==> config.mk <==
export PLATFORM = sky130hd
export DESIGN_NAME = alu_srcb_stage
export DESIGN_NICKNAME = d
export VERILOG_FILES = /design/src/rtl/alu_srcb_stage.sv
export SDC_FILE = /design/constraint.sdc
export NUM_CORES = 1
export LEC_CHECK = 0
export ABC_AREA = 1
export BUFFER_PORTS_ARGS = -buffer_cell sky130_fd_sc_hd__buf_2
export CAP_MARGIN = 20
export CORE_UTILIZATION = 25
export CTS_CLUSTER_DIAMETER = 100
export DETAILED_ROUTE_END_ITERATION = 8
export PLACE_DENSITY = 0.41
export SLEW_MARGIN = 20
export SYNTH_ARGS = -nofsm -noshare
export SYNTH_HDL_FRONTEND = slang
export SYNTH_SLANG_ARGS = --single-unit
==> constraint.sdc <==
create_clock -name clk -period 3.38 [get_ports clk]
set_input_delay 0.169 -clock clk [delete_from_list [all_inputs] [get_ports clk]]
set_output_delay 0.169 -clock clk [all_outputs]
set_load 0.05 [all_outputs]
==> src/rtl/alu_srcb_stage.sv <==
// ----------------------------------------------------------------------------
// alu_srcb_stage
//
// Purpose: registered ALU operand-B source select. Chooses between the
// register-B value, an increment constant, an extended immediate, a shifted
// extended immediate and an upper-immediate form. The result is delivered
// through a 2-entry skid buffer so the ALU can stall without dropping an
// operand.
//
// Optional feature: define ALU_SRCB_STATS_EN to build the saturating
// illegal-select counter on stat_cnt. When undefined, stat_cnt is tied to 0.
//
// Ports:
//   clk        in   system clock, rising edge
//   reset      in   synchronous, active-high reset
//   in_valid   in   upstream request valid
//   in_ready   out  stage can accept a request
//   sel        in   [2:0] source select (0 B, 1 INC, 2 ext, 3 ext<<SHIFT,
//                   4 imm16<<16, 5-7 illegal)
//   ext_zero   in   1 = zero-extend imm16, 0 = sign-extend
//   b_reg      in   [WIDTH-1:0] register-B value
//   imm16      in   [15:0] instruction immediate
//   out_valid  out  out_data/out_err valid
//   out_ready  in   downstream accepts the output
//   out_data   out  [WIDTH-1:0] selected operand B
//   out_err    out  output came from an illegal select
//   stat_cnt   out  [15:0] saturating illegal-select counter
//   dbg_state  out  [1:0] skid state (0 EMPTY, 1 ONE, 2 TWO)
//
// Handshake: a transfer happens on a rising edge where valid and ready are
// both high. The producer holds data stable while valid is high and ready is
// low; ready never depends combinationally on valid (in_ready is a register,
// gated only by reset).
// ----------------------------------------------------------------------------
module alu_srcb_stage #(
    parameter int WIDTH     = 32,
    parameter int INC_CONST = 4,
    parameter int SHIFT_AMT = 2
) (
    input  logic             clk,
    input  logic             reset,
    input  logic             in_valid,
    output logic             in_ready,
    input  logic [2:0]       sel,
    input  logic             ext_zero,
    input  logic [WIDTH-1:0] b_reg,
    input  logic [15:0]      imm16,
    output logic             out_valid,
    input  logic             out_ready,
    output logic [WIDTH-1:0] out_data,
    output logic             out_err,
    output logic [15:0]      stat_cnt,
    output logic [1:0]       dbg_state
);

    typedef enum logic [1:0] {
        ST_EMPTY = 2'd0,
        ST_ONE   = 2'd1,
        ST_TWO   = 2'd2
    } state_e;

    state_e            state_q, state_d;
    logic              in_ready_q;
    logic [WIDTH-1:0]  out_data_q, skid_data_q;
    logic              out_err_q, skid_err_q;

    logic [WIDTH-1:0]  ext_imm;
    logic [WIDTH-1:0]  new_data;
    logic              new_err;
    logic              accept, xfer;
    logic              load_out_new, load_out_skid, load_skid;

    // Both handshake outputs are forced low during reset so nothing is
    // accepted or emitted in the reset cycle.
    assign in_ready  = in_ready_q & ~reset;
    assign out_valid = (state_q != ST_EMPTY) & ~reset;
    assign out_data  = out_data_q;
    assign out_err   = out_err_q;
    assign dbg_state = state_q;

    assign accept = in_valid & in_ready;
    assign xfer   = out_valid & out_ready;

    // Operand selection. Unknown sel values fall into the default arm and
    // are reported as illegal.
    always_comb begin
        ext_imm  = ext_zero ? {{(WIDTH-16){1'b0}}, imm16}
                            : {{(WIDTH-16){imm16[15]}}, imm16};
        new_data = '0;
        new_err  = 1'b0;
        case (sel)
            3'd0:    new_data = b_reg;
            3'd1:    new_data = WIDTH'(INC_CONST);
            3'd2:    new_data = ext_imm;
            3'd3:    new_data = ext_imm << SHIFT_AMT;
            3'd4:    new_data = WIDTH'({imm16, 16'h0000});
            default: new_err  = 1'b1;
        endcase
    end

    // State register and datapath registers.
    always_ff @(posedge clk) begin
        if (reset) begin
            state_q     <= ST_EMPTY;
            in_ready_q  <= 1'b1;
            out_data_q  <= '0;
            out_err_q   <= 1'b0;
            skid_data_q <= '0;
            skid_err_q  <= 1'b0;
        end else begin
            state_q    <= state_d;
            in_ready_q <= (state_d != ST_TWO);
            if (load_out_new) begin
                out_data_q <= new_data;
                out_err_q  <= new_err;
            end else if (load_out_skid) begin
                out_data_q <= skid_data_q;
                out_err_q  <= skid_err_q;
            end
            if (load_skid) begin
                skid_data_q <= new_data;
                skid_err_q  <= new_err;
            end
        end
    end

    // Next-state logic.
    always_comb begin
        state_d = state_q;
        case (state_q)
            ST_EMPTY: if (accept) state_d = ST_ONE;
            ST_ONE: begin
                if (accept && !xfer)      state_d = ST_TWO;
                else if (!accept && xfer) state_d = ST_EMPTY;
            end
            ST_TWO:   if (xfer) state_d = ST_ONE;
            default:  state_d = ST_EMPTY;
        endcase
    end

    // Register load enables. With the output register occupied, a new
    // request goes straight to it only when the current word leaves in the
    // same cycle; otherwise it parks in the skid entry.
    always_comb begin
        load_out_new  = 1'b0;
        load_out_skid = 1'b0;
        load_skid     = 1'b0;
        case (state_q)
            ST_EMPTY: load_out_new = accept;
            ST_ONE: begin
                load_out_new = accept & xfer;
                load_skid    = accept & ~xfer;
            end
            ST_TWO:   load_out_skid = xfer;
            default: ;
        endcase
    end

`ifdef ALU_SRCB_STATS_EN
    logic [15:0] stat_cnt_q;

    always_ff @(posedge clk) begin
        if (reset) begin
            stat_cnt_q <= '0;
        end else if (accept && new_err && (stat_cnt_q != 16'hFFFF)) begin
            stat_cnt_q <= stat_cnt_q + 16'd1;
        end
    end

    assign stat_cnt = stat_cnt_q;
`else
    assign stat_cnt = '0;
`endif

endmodule

* Yosys cells after proc, flatten, opt, wreduce, memory -nomap -nowiden
Index checks and enable logic that the tools add are counted.
** Word-level totals
- Register bits after elaboration :: 69
- Output and inout port bits :: 53
** Operators by class
- Eq/ne operators :: 7
- Muxes and demuxes :: 15
- Bitwise gates (word level) :: 8
- Reduce and logical (&&, ||, !) cells :: 9
** Operator list (number)
- 32-bit case mux with 5 select lines :: 1
- 32-bit 2-to-1 mux :: 3
- 2-bit 2-to-1 mux :: 4
- 1-bit AND :: 6
- 3-bit by 2-bit equality test with 1-bit output, second input constant :: 2
- 2-bit case mux with 3 select lines :: 1
- 1-bit 2-to-1 mux :: 5
- 5-bit OR reduction :: 1
- 2-bit nonzero test :: 2
- 3-bit by 1-bit equality test with 1-bit output, second input constant :: 1
- 3-bit equality test, second input constant :: 1
- 3-bit zero test :: 1
- 2-bit by 1-bit equality test with 1-bit output, second input constant :: 1
- 2-bit equality test, second input constant :: 1
- 1-bit logical AND :: 2
- 1-bit zero test :: 2
- 2-bit zero test :: 1
- 2-bit != test, second input constant :: 1
- 1-bit NOT :: 2
- 1-bit case mux with 2 select lines :: 1

* Logic depth before layout (Yosys ltp)
Gate-level depths: netlist (run 1).
- Word-level depth :: 9
- Depth in mapped cells :: 11

* Worst setup path after synthesis (run 1)
OpenSTA, ideal clock, no wires.
- Path type :: flip-flop to output port
- From :: register state_q[0] (netlist: dbg_state[0])
- To :: output port out_valid
- Arrival :: 1.663 ns
- Data required time :: 3.211 ns
- Slack :: 1.548 ns
- Cell stages (with the launch flop) :: 5
- Cells stage by stage :: dfxtp_1 > inv_2 > nand2_2 > inv_1 > nor2_1
** On the way
- Longest elaborated chain between the ends :: 2
** RTL lines
- start, declared :: line 62 : state_e state_q, state_d;
- start signal, assigned :: line 111 : state_q <= state_d;
- 2-bit nonzero test :: line 76 : assign out_valid = (state_q != ST_EMPTY) & ~reset;
- 1-bit AND :: line 76
- end, declared :: line 48 : output logic out_valid,
No other way between the ends.

* Final worst setup path (run 1)
- From :: register state_q[0] (netlist: dbg_state[0])
- To :: register out_data_q[2] (netlist: out_data[2])
** On the way
- Longest elaborated chain between the ends :: 6
- Elaborated cells between the ends (all ways) :: 11
- Those cells by class :: eq/ne (2); mux (3); bitwise (3); reduce/logical (3)
** RTL lines
- 2-bit nonzero test :: line 76
- 1-bit AND :: line 76
- 1-bit AND :: line 82 : assign xfer = out_valid & out_ready;
- 1-bit AND :: line 151 : load_out_new = accept & xfer;
- 1-bit case mux with 2 select lines :: line 148 : case (state_q)
- 32-bit 2-to-1 mux / 2-bit nonzero test (equally long branches)
- end signal, assigned :: line 114 : out_data_q <= new_data;
- end signal, assigned :: line 117 : out_data_q <= skid_data_q;
- end, declared :: line 64 : logic [WIDTH-1:0] out_data_q, skid_data_q;
Parallel ways exist; a longest one is shown, timed or not.
A chain may end at the register's enable or synchronous reset.

==> flow_metrics.env, run 1 <==
export IMPL_outcome="completed"
export IMPL_path_max_fanout=41
export IMPL_tightest_slew_ns=0.816
export IMPL_drcViolationCount=0
export IMPL_start_util_pct=26.1
export IMPL_setup_worst_path_end="out_data[2]"
export IMPL_cp_start_kind="flop"
export IMPL_yosys_area_top_type="dfxtp_1"
export IMPL_synth_area_per_cell_sq_um=6.40
export IMPL_r2r_start="dbg_state[0]"
export IMPL_layout_nets=705
export IMPL_cts_made_buffers=9
export IMPL_startpoint="dbg_state[0]"
export IMPL_firstDrtPassIters=5
export IMPL_rsz0062_at_grt="false"
export IMPL_synth_cells=575
export IMPL_ant_nets=0
export IMPL_cts_tree="done"
export IMPL_peakVddDrop_v=0.000221
export IMPL_yosysWarningCount=0
export IMPL_clock_skew_ns=0.00929
export IMPL_drv_cap=0
export IMPL_cts_clk_slew_worst_paths_ns=0.06
export IMPL_layout_commonest_cell="nand2_1"
export IMPL_worst_hold_path_type="in -> reg"
export IMPL_power_density_nw_per_um2=534
export IMPL_rr_endpoint="out_data[2]"
export IMPL_routedWlPerCell_microns=14.7
export IMPL_yosys_cell_types_count=26
export IMPL_overflow=0
export IMPL_totalWireLength_mm=12.3
export IMPL_layout_drive_gt1_share_pct=19.7
export IMPL_placed_cells=818
export IMPL_cts_buffer_depth=2
export IMPL_die_w_microns=123
export IMPL_htree_num_levels=3
export IMPL_track_usage_pct=17.5
export IMPL_cts_hold_buf=0
export IMPL_core_region_area_sq_um=14100
export IMPL_place_area_sq_um=4170
export IMPL_worstSetupPathType="reg -> reg"
export IMPL_synthToLayoutAreaGrowth_pct=22.6
export IMPL_r2r_slack_ns=1.44
export IMPL_layout_common_cells="140 x nand2_1, 92 x buf_2, 91 x nor2_1"
export IMPL_p_leak_uw=0.00240
export IMPL_dieArea_sq_um=15200
export IMPL_r2r_cells=9
export IMPL_place_congestion=0.854
export IMPL_final_cells=834
export IMPL_setup_violations=0
export IMPL_cts_root_buf="clkbuf_16"
export IMPL_clock_sinks=69
export IMPL_grt_pass1_wl_mm=19.7
export IMPL_antenna_found_initial=0
export IMPL_fin_crit_sh_pct=57.4
export IMPL_chipHeight_microns=123
export IMPL_syn_cell_area_sq_um=3680
export IMPL_crit_path_end_kind="flop"
export IMPL_ys_ff_latch=69
export IMPL_tns_ns=0
export IMPL_n_antenna_cell=0
export IMPL_post_cts_buffers=0
export IMPL_fin_total_pwr_uw=2410
export IMPL_io_pins=109
export IMPL_netlist_area_leader_share_pct=37.6
export IMPL_dpl_hpwl_mm=8.54
export IMPL_relSlewSlack_pct=45.4
export IMPL_crit_arrival_ns=2.18
export IMPL_num_vias=3830
export IMPL_grt_pass1_vias=3659
export IMPL_via_per_inst=4.59
export IMPL_placementRows=43
export IMPL_finalHoldViolations=0
export IMPL_fmax_mhz=515
export IMPL_cp_required_ns=3.62
export IMPL_maxSlewViolCount=0
export IMPL_netlist_top_cells_area="dfxtp_1 38%, nand2_1 14%, nand3_1 11%"
export IMPL_fin_crit_ns=1.94
export IMPL_yosysSeqAreaShare_pct=37.6
export IMPL_design_area_sq_um=4510
export IMPL_cts_resized=0
export IMPL_drt_iter0_markers=236
export IMPL_grt_max_degree=63
export IMPL_clock_latency_ns=0.34
export IMPL_portBuffers=92
area by class of cell:
| cell class | instances | area, sq um |
|---|---|---|
| fillers | 1598 | 9590 |
| multi-input cells | 423 | 1880 |
| flip-flops and latches | 69 | 1380 |
| repair buffers | 97 | 498 |
| clock buffers | 12 | 246 |
| well taps | 180 | 225 |
| inverters | 49 | 184 |
| clock inverters | 4 | 95.1 |
critical path, stage by stage (launching register included):
cell     delay [ns]
dfxtp_1        0.45
inv_2          0.10
nand2_2        0.12
nand3_4        0.10
nand2_4        0.12
nand2_2        0.48
nand3_1        0.24
nand3_1        0.10
nand2_1        0.07
inv_1          0.04
logic make-up (layout without fill, tap and decap cells):
group,Yosys count,in the layout,synth area share (%)
other cells,1,16,0.102
flops,69,69,37.6
simple gates,325,325,37.9
compound gates,82,82,11.6
buf+inv,98,162,12.9
through the flow:
step           utilization [%]  setup slack, ns  hold WS, ns
4_1_cts                   32.0             1.43        0.121
5_1_grt                   32.0             1.22        0.143
2_1_floorplan                -             1.55        0.423
3_5_place_dp              29.6             1.42        0.473
3_3_place_gp              29.6             1.43        0.461
6_report                  32.0             1.44        0.130
worst min-delay path by stage:
stage	start	to	slack [ns]	cells after the start
2_1_floorplan	b_reg[27]	skid_data_q[27]	0.42	4
3_3_place_gp	skid_data_q[31]	out_data[31]	0.46	2
3_5_place_dp	skid_data_q[28]	out_data[28]	0.47	2
4_1_cts	reset	out_data[16]	0.12	2
5_1_grt	reset	out_data[1]	0.14	2
6_report	reset	out_data[16]	0.13	2
power by group:
| part | leakage [uW] | internal [uW] | switching, uW | total, uW |
|---|---|---|---|---|
| sequential | 0.000561 | 854 | 22.1 | 877 |
| clock | 0.000167 | 740 | 367 | 1110 |
| combinational | 0.00167 | 108 | 317 | 426 |
state kept, by name, indices dropped and copies added (netlist names):
| name | cells |
|---|---|
| skid_data_q | 32 |
| in_ready_q | 1 |
| out_data | 32 |
| out_err | 1 |
| skid_err_q | 1 |
| dbg_state | 2 |
synth_stat cells:
library cell and n:
nor2_1 91, nand2_1 140, nor2_2 1, conb_1 1
nand3_1 81, o21ai_1 3, buf_1 1, a21oi_1 27
nand2_4 1, nand3_4 1, a21oi_2 1, nand3_2 1
buf_4 21, o21ai_0 44, dfxtp_1 69, and3_1 1
nand4_2 1, o211ai_1 2, inv_2 6, clkbuf_1 6
inv_1 43, nand4_1 1, buf_2 21, nor2_4 3
o22ai_1 5, nand2_2 3
routing by layer:
layer | vias to the layer above | GRT usage (%) | share of wire [%]
met2 | 123 | 27.3 | 45
li1 | 1952 | - | -
met4 | 0 | 7.00 | 1.7
met5 | - | 0 | 0
met3 | 14 | 4.15 | 5.5
met1 | 1741 | 23.0 | 48
(Power assumes the default switching activity.)
==> run 2, diff against run 1 <==
- ABC_AREA: 1 -> 0
- clock period: 3.38 -> 2 ns (I/O delays scaled with it)
==> flow_metrics.env, run 2 <==
export IMPL_outcome="finished, violations left"
export IMPL_violations="design-rule violations"
export IMPL_place_congestion=0.784
export IMPL_crit_arrival_ns=1.85
export IMPL_htree_num_levels=3
export IMPL_maxSlewViolCount=0
export IMPL_yosysSeqAreaShare_pct=39.1
export IMPL_die_w_microns=121
export IMPL_path_max_fanout=20
export IMPL_track_usage_pct=16.2
export IMPL_layout_common_cells="92 x buf_2, 69 x dfxtp_1, 53 x nand2_1"
export IMPL_layout_commonest_cell="buf_2"
export IMPL_chipHeight_microns=121
export IMPL_drcViolationCount=2
export IMPL_dpl_hpwl_mm=8.17
export IMPL_grt_max_degree=30
export IMPL_switching_share_pct=28.3
export IMPL_hold_end="in_ready_q"
export IMPL_setup_violations=0
export IMPL_p_sw_uw=1060
export IMPL_yosysWarningCount=0
export IMPL_firstDrtPassIters=7
export IMPL_cp_required_ns=2.23
export IMPL_yosys_cell_count_top_type="dfxtp_1"
export IMPL_r2r_start="dbg_state[0]"
export IMPL_synth_cells=414
export IMPL_sequentialPowerShare_pct=38.7
export IMPL_num_vias=3218
export IMPL_critical_path_max_stage_delay_ns=0.44
export IMPL_netlist_top_cells_area="dfxtp_1 39%, mux2i_1 14%, nand2_1 5.6%"
export IMPL_netlist_area_leader_share_pct=39.1
export IMPL_ys_flop_type="dfxtp_1"
export IMPL_fillers=1464
export IMPL_routedWlPerCell_microns=16.3
export IMPL_worstPathCellList="nor2b_1 > buf_4 > nand3_1 > buf_4 > nor2_1 > nor3_1"
export IMPL_drt_iter0_markers=137
export IMPL_r2r_cells=6
export IMPL_fmax_mhz=615
export IMPL_cts_root_buf="clkbuf_16"
export IMPL_drv_cap=0
export IMPL_yosys_cell_types_count=42
export IMPL_via_per_inst=4.68
export IMPL_portBuffers=92
export IMPL_ys_async_sr_fraction_pct=0
export IMPL_combinationalPowerShare_pct=16.8
export IMPL_io_pins=109
export IMPL_start_util_pct=25.6
export IMPL_peakVddDrop_v=0.000451
export IMPL_p_int_uw=2670
export IMPL_hold_path_startpoint="out_ready"
export IMPL_cts_clk_slew_worst_paths_ns=0.06
export IMPL_layout_drive_gt1_share_pct=26.6
export IMPL_cts_resized=0
export IMPL_grt_pass1_vias=3175
export IMPL_rsz0062_at_grt="false"
export IMPL_tns_ns=0
export IMPL_synthToLayoutAreaGrowth_pct=26.0
export IMPL_totalWireLength_mm=11.2
export IMPL_synth_common_cells="69 x dfxtp_1, 53 x nand2_1, 49 x mux2i_1, 37 x nor2_1, 32 x o21ai_0"
export IMPL_cts_made_buffers=9
export IMPL_synth_area_per_cell_sq_um=8.54
export IMPL_dp_slack_ns=0.364
export IMPL_fin_crit_sh_pct=81.3
export IMPL_power_density_nw_per_um2=837
export IMPL_setup_slack_ns=0.375
export IMPL_clock_power_share_pct=44.5
export IMPL_layout_nets=558
export IMPL_syn_cell_area_sq_um=3540
export IMPL_antenna_found_initial=0
export IMPL_yosys_area_top_type="dfxtp_1"
export IMPL_fin_crit_ns=1.63
export IMPL_core_region_area_sq_um=13800
export IMPL_post_cts_buffers=0
export IMPL_grt_pass1_wl_mm=17.6
export IMPL_r2r_slack_ns=0.37
export IMPL_holdPathStages=2
export IMPL_clock_latency_ns=0.34
export IMPL_clock_skew_ns=0.00726
export IMPL_worst_hold_path_type="in -> reg"
export IMPL_placementRows=43
export IMPL_rr_endpoint="skid_data_q[22]"
export IMPL_post_route_util_pct=32.2
export IMPL_worstSetupPathType="reg -> reg"
export IMPL_cts_hold_buf=0
export IMPL_ys_ff_latch=69
export IMPL_overflow=0
export IMPL_n_antenna_cell=0
export IMPL_crit_path_end_kind="flop"
export IMPL_synth_edf_count=0
export IMPL_cp_slowest_cell="dfxtp_1"
export IMPL_cpMostUsedCell="buf_4"
export IMPL_clock_sinks=69
export IMPL_ant_nets=0
export IMPL_cts_tree="done"
export IMPL_finalHoldViolations=0
export IMPL_p_leak_uw=0.00189
export IMPL_dieArea_sq_um=14600
export IMPL_cp_start_kind="flop"
export IMPL_cts_buffer_depth=2
## run 2: logic make-up after synthesis
| logic type | after synthesis | synth area share [%] |
|---|---|---|
| AOI/OAI and AO/OA | 104 | 19.6 |
| buffers and inverters | 59 | 9.77 |
| DFF | 69 | 39.1 |
| muxes | 49 | 13.9 |
| and+or+nand+nor | 132 | 17.6 |
| other | 1 | 0.106 |
## run 2: worst max-delay path by stage
stage	from	slack (ns)	cells after the start	to
floorplan	dbg_state[1]	0.22	6	out_data[6]
global placement	dbg_state[0]	0.37	5	out_data[26]
detailed placement	dbg_state[0]	0.36	6	skid_data_q[22]
CTS	dbg_state[0]	0.37	6	skid_data_q[22]
global route	dbg_state[0]	0.16	5	skid_data_q[15]
finish	dbg_state[0]	0.37	6	skid_data_q[22]
## run 2: power groups by stage
stage / clock network [uW] / registers [uW] / logic [uW]
floorplan: 0 / 1580 / 350
global placement: 0 / 1480 / 631
detailed placement: 0 / 1480 / 632
CTS: 1710 / 1450 / 633
global route: 1770 / 1450 / 677
finish: 1660 / 1450 / 627
## run 2: critical path, delay by kind of cell, from the launching register on
| kind | cells | cell delay, ns |
|---|---|---|
| flops | 1 | 0.44 |
| buf+inv | 2 | 0.47 |
| simple gates | 4 | 0.59 |
## run 2: metal layers
layer | track usage, % | up-vias | part of all wire (%)
met1 | 21.4 | 1493 | 48
met4 | 6.17 | 0 | 2.0
met3 | 4.75 | 14 | 5.4
li1 | - | 1610 | -
met2 | 24.8 | 101 | 44
met5 | 0 | - | 0
## run 2: layout make-up
cell class,instances,area [sq um],area share (%)
multi-input cells,301,1870,41.9
well taps,180,225,5.05
clock inverters,3,42.5,0.955
clock buffers,13,270,6.06
inverters,9,33.8,0.758
flip-flops and latches,69,1380,31.0
repair buffers,112,636,14.3
## run 2: metrics by stage
| stage | cell area, sq um | std cells | total power (uW) | hold slack (ns) |
|---|---|---|---|---|
| 5_1_grt | 4460 | 687 | 3900 | 0.0827 |
| 3_3_place_gp | 4140 | 671 | 2110 | 0.407 |
| 2_1_floorplan | 3590 | 429 | 1930 | 0.223 |
| 3_5_place_dp | 4140 | 671 | 2110 | 0.422 |
| 6_report | 4460 | 687 | 3730 | 0.0816 |
| 4_1_cts | 4460 | 687 | 3790 | 0.0690 |
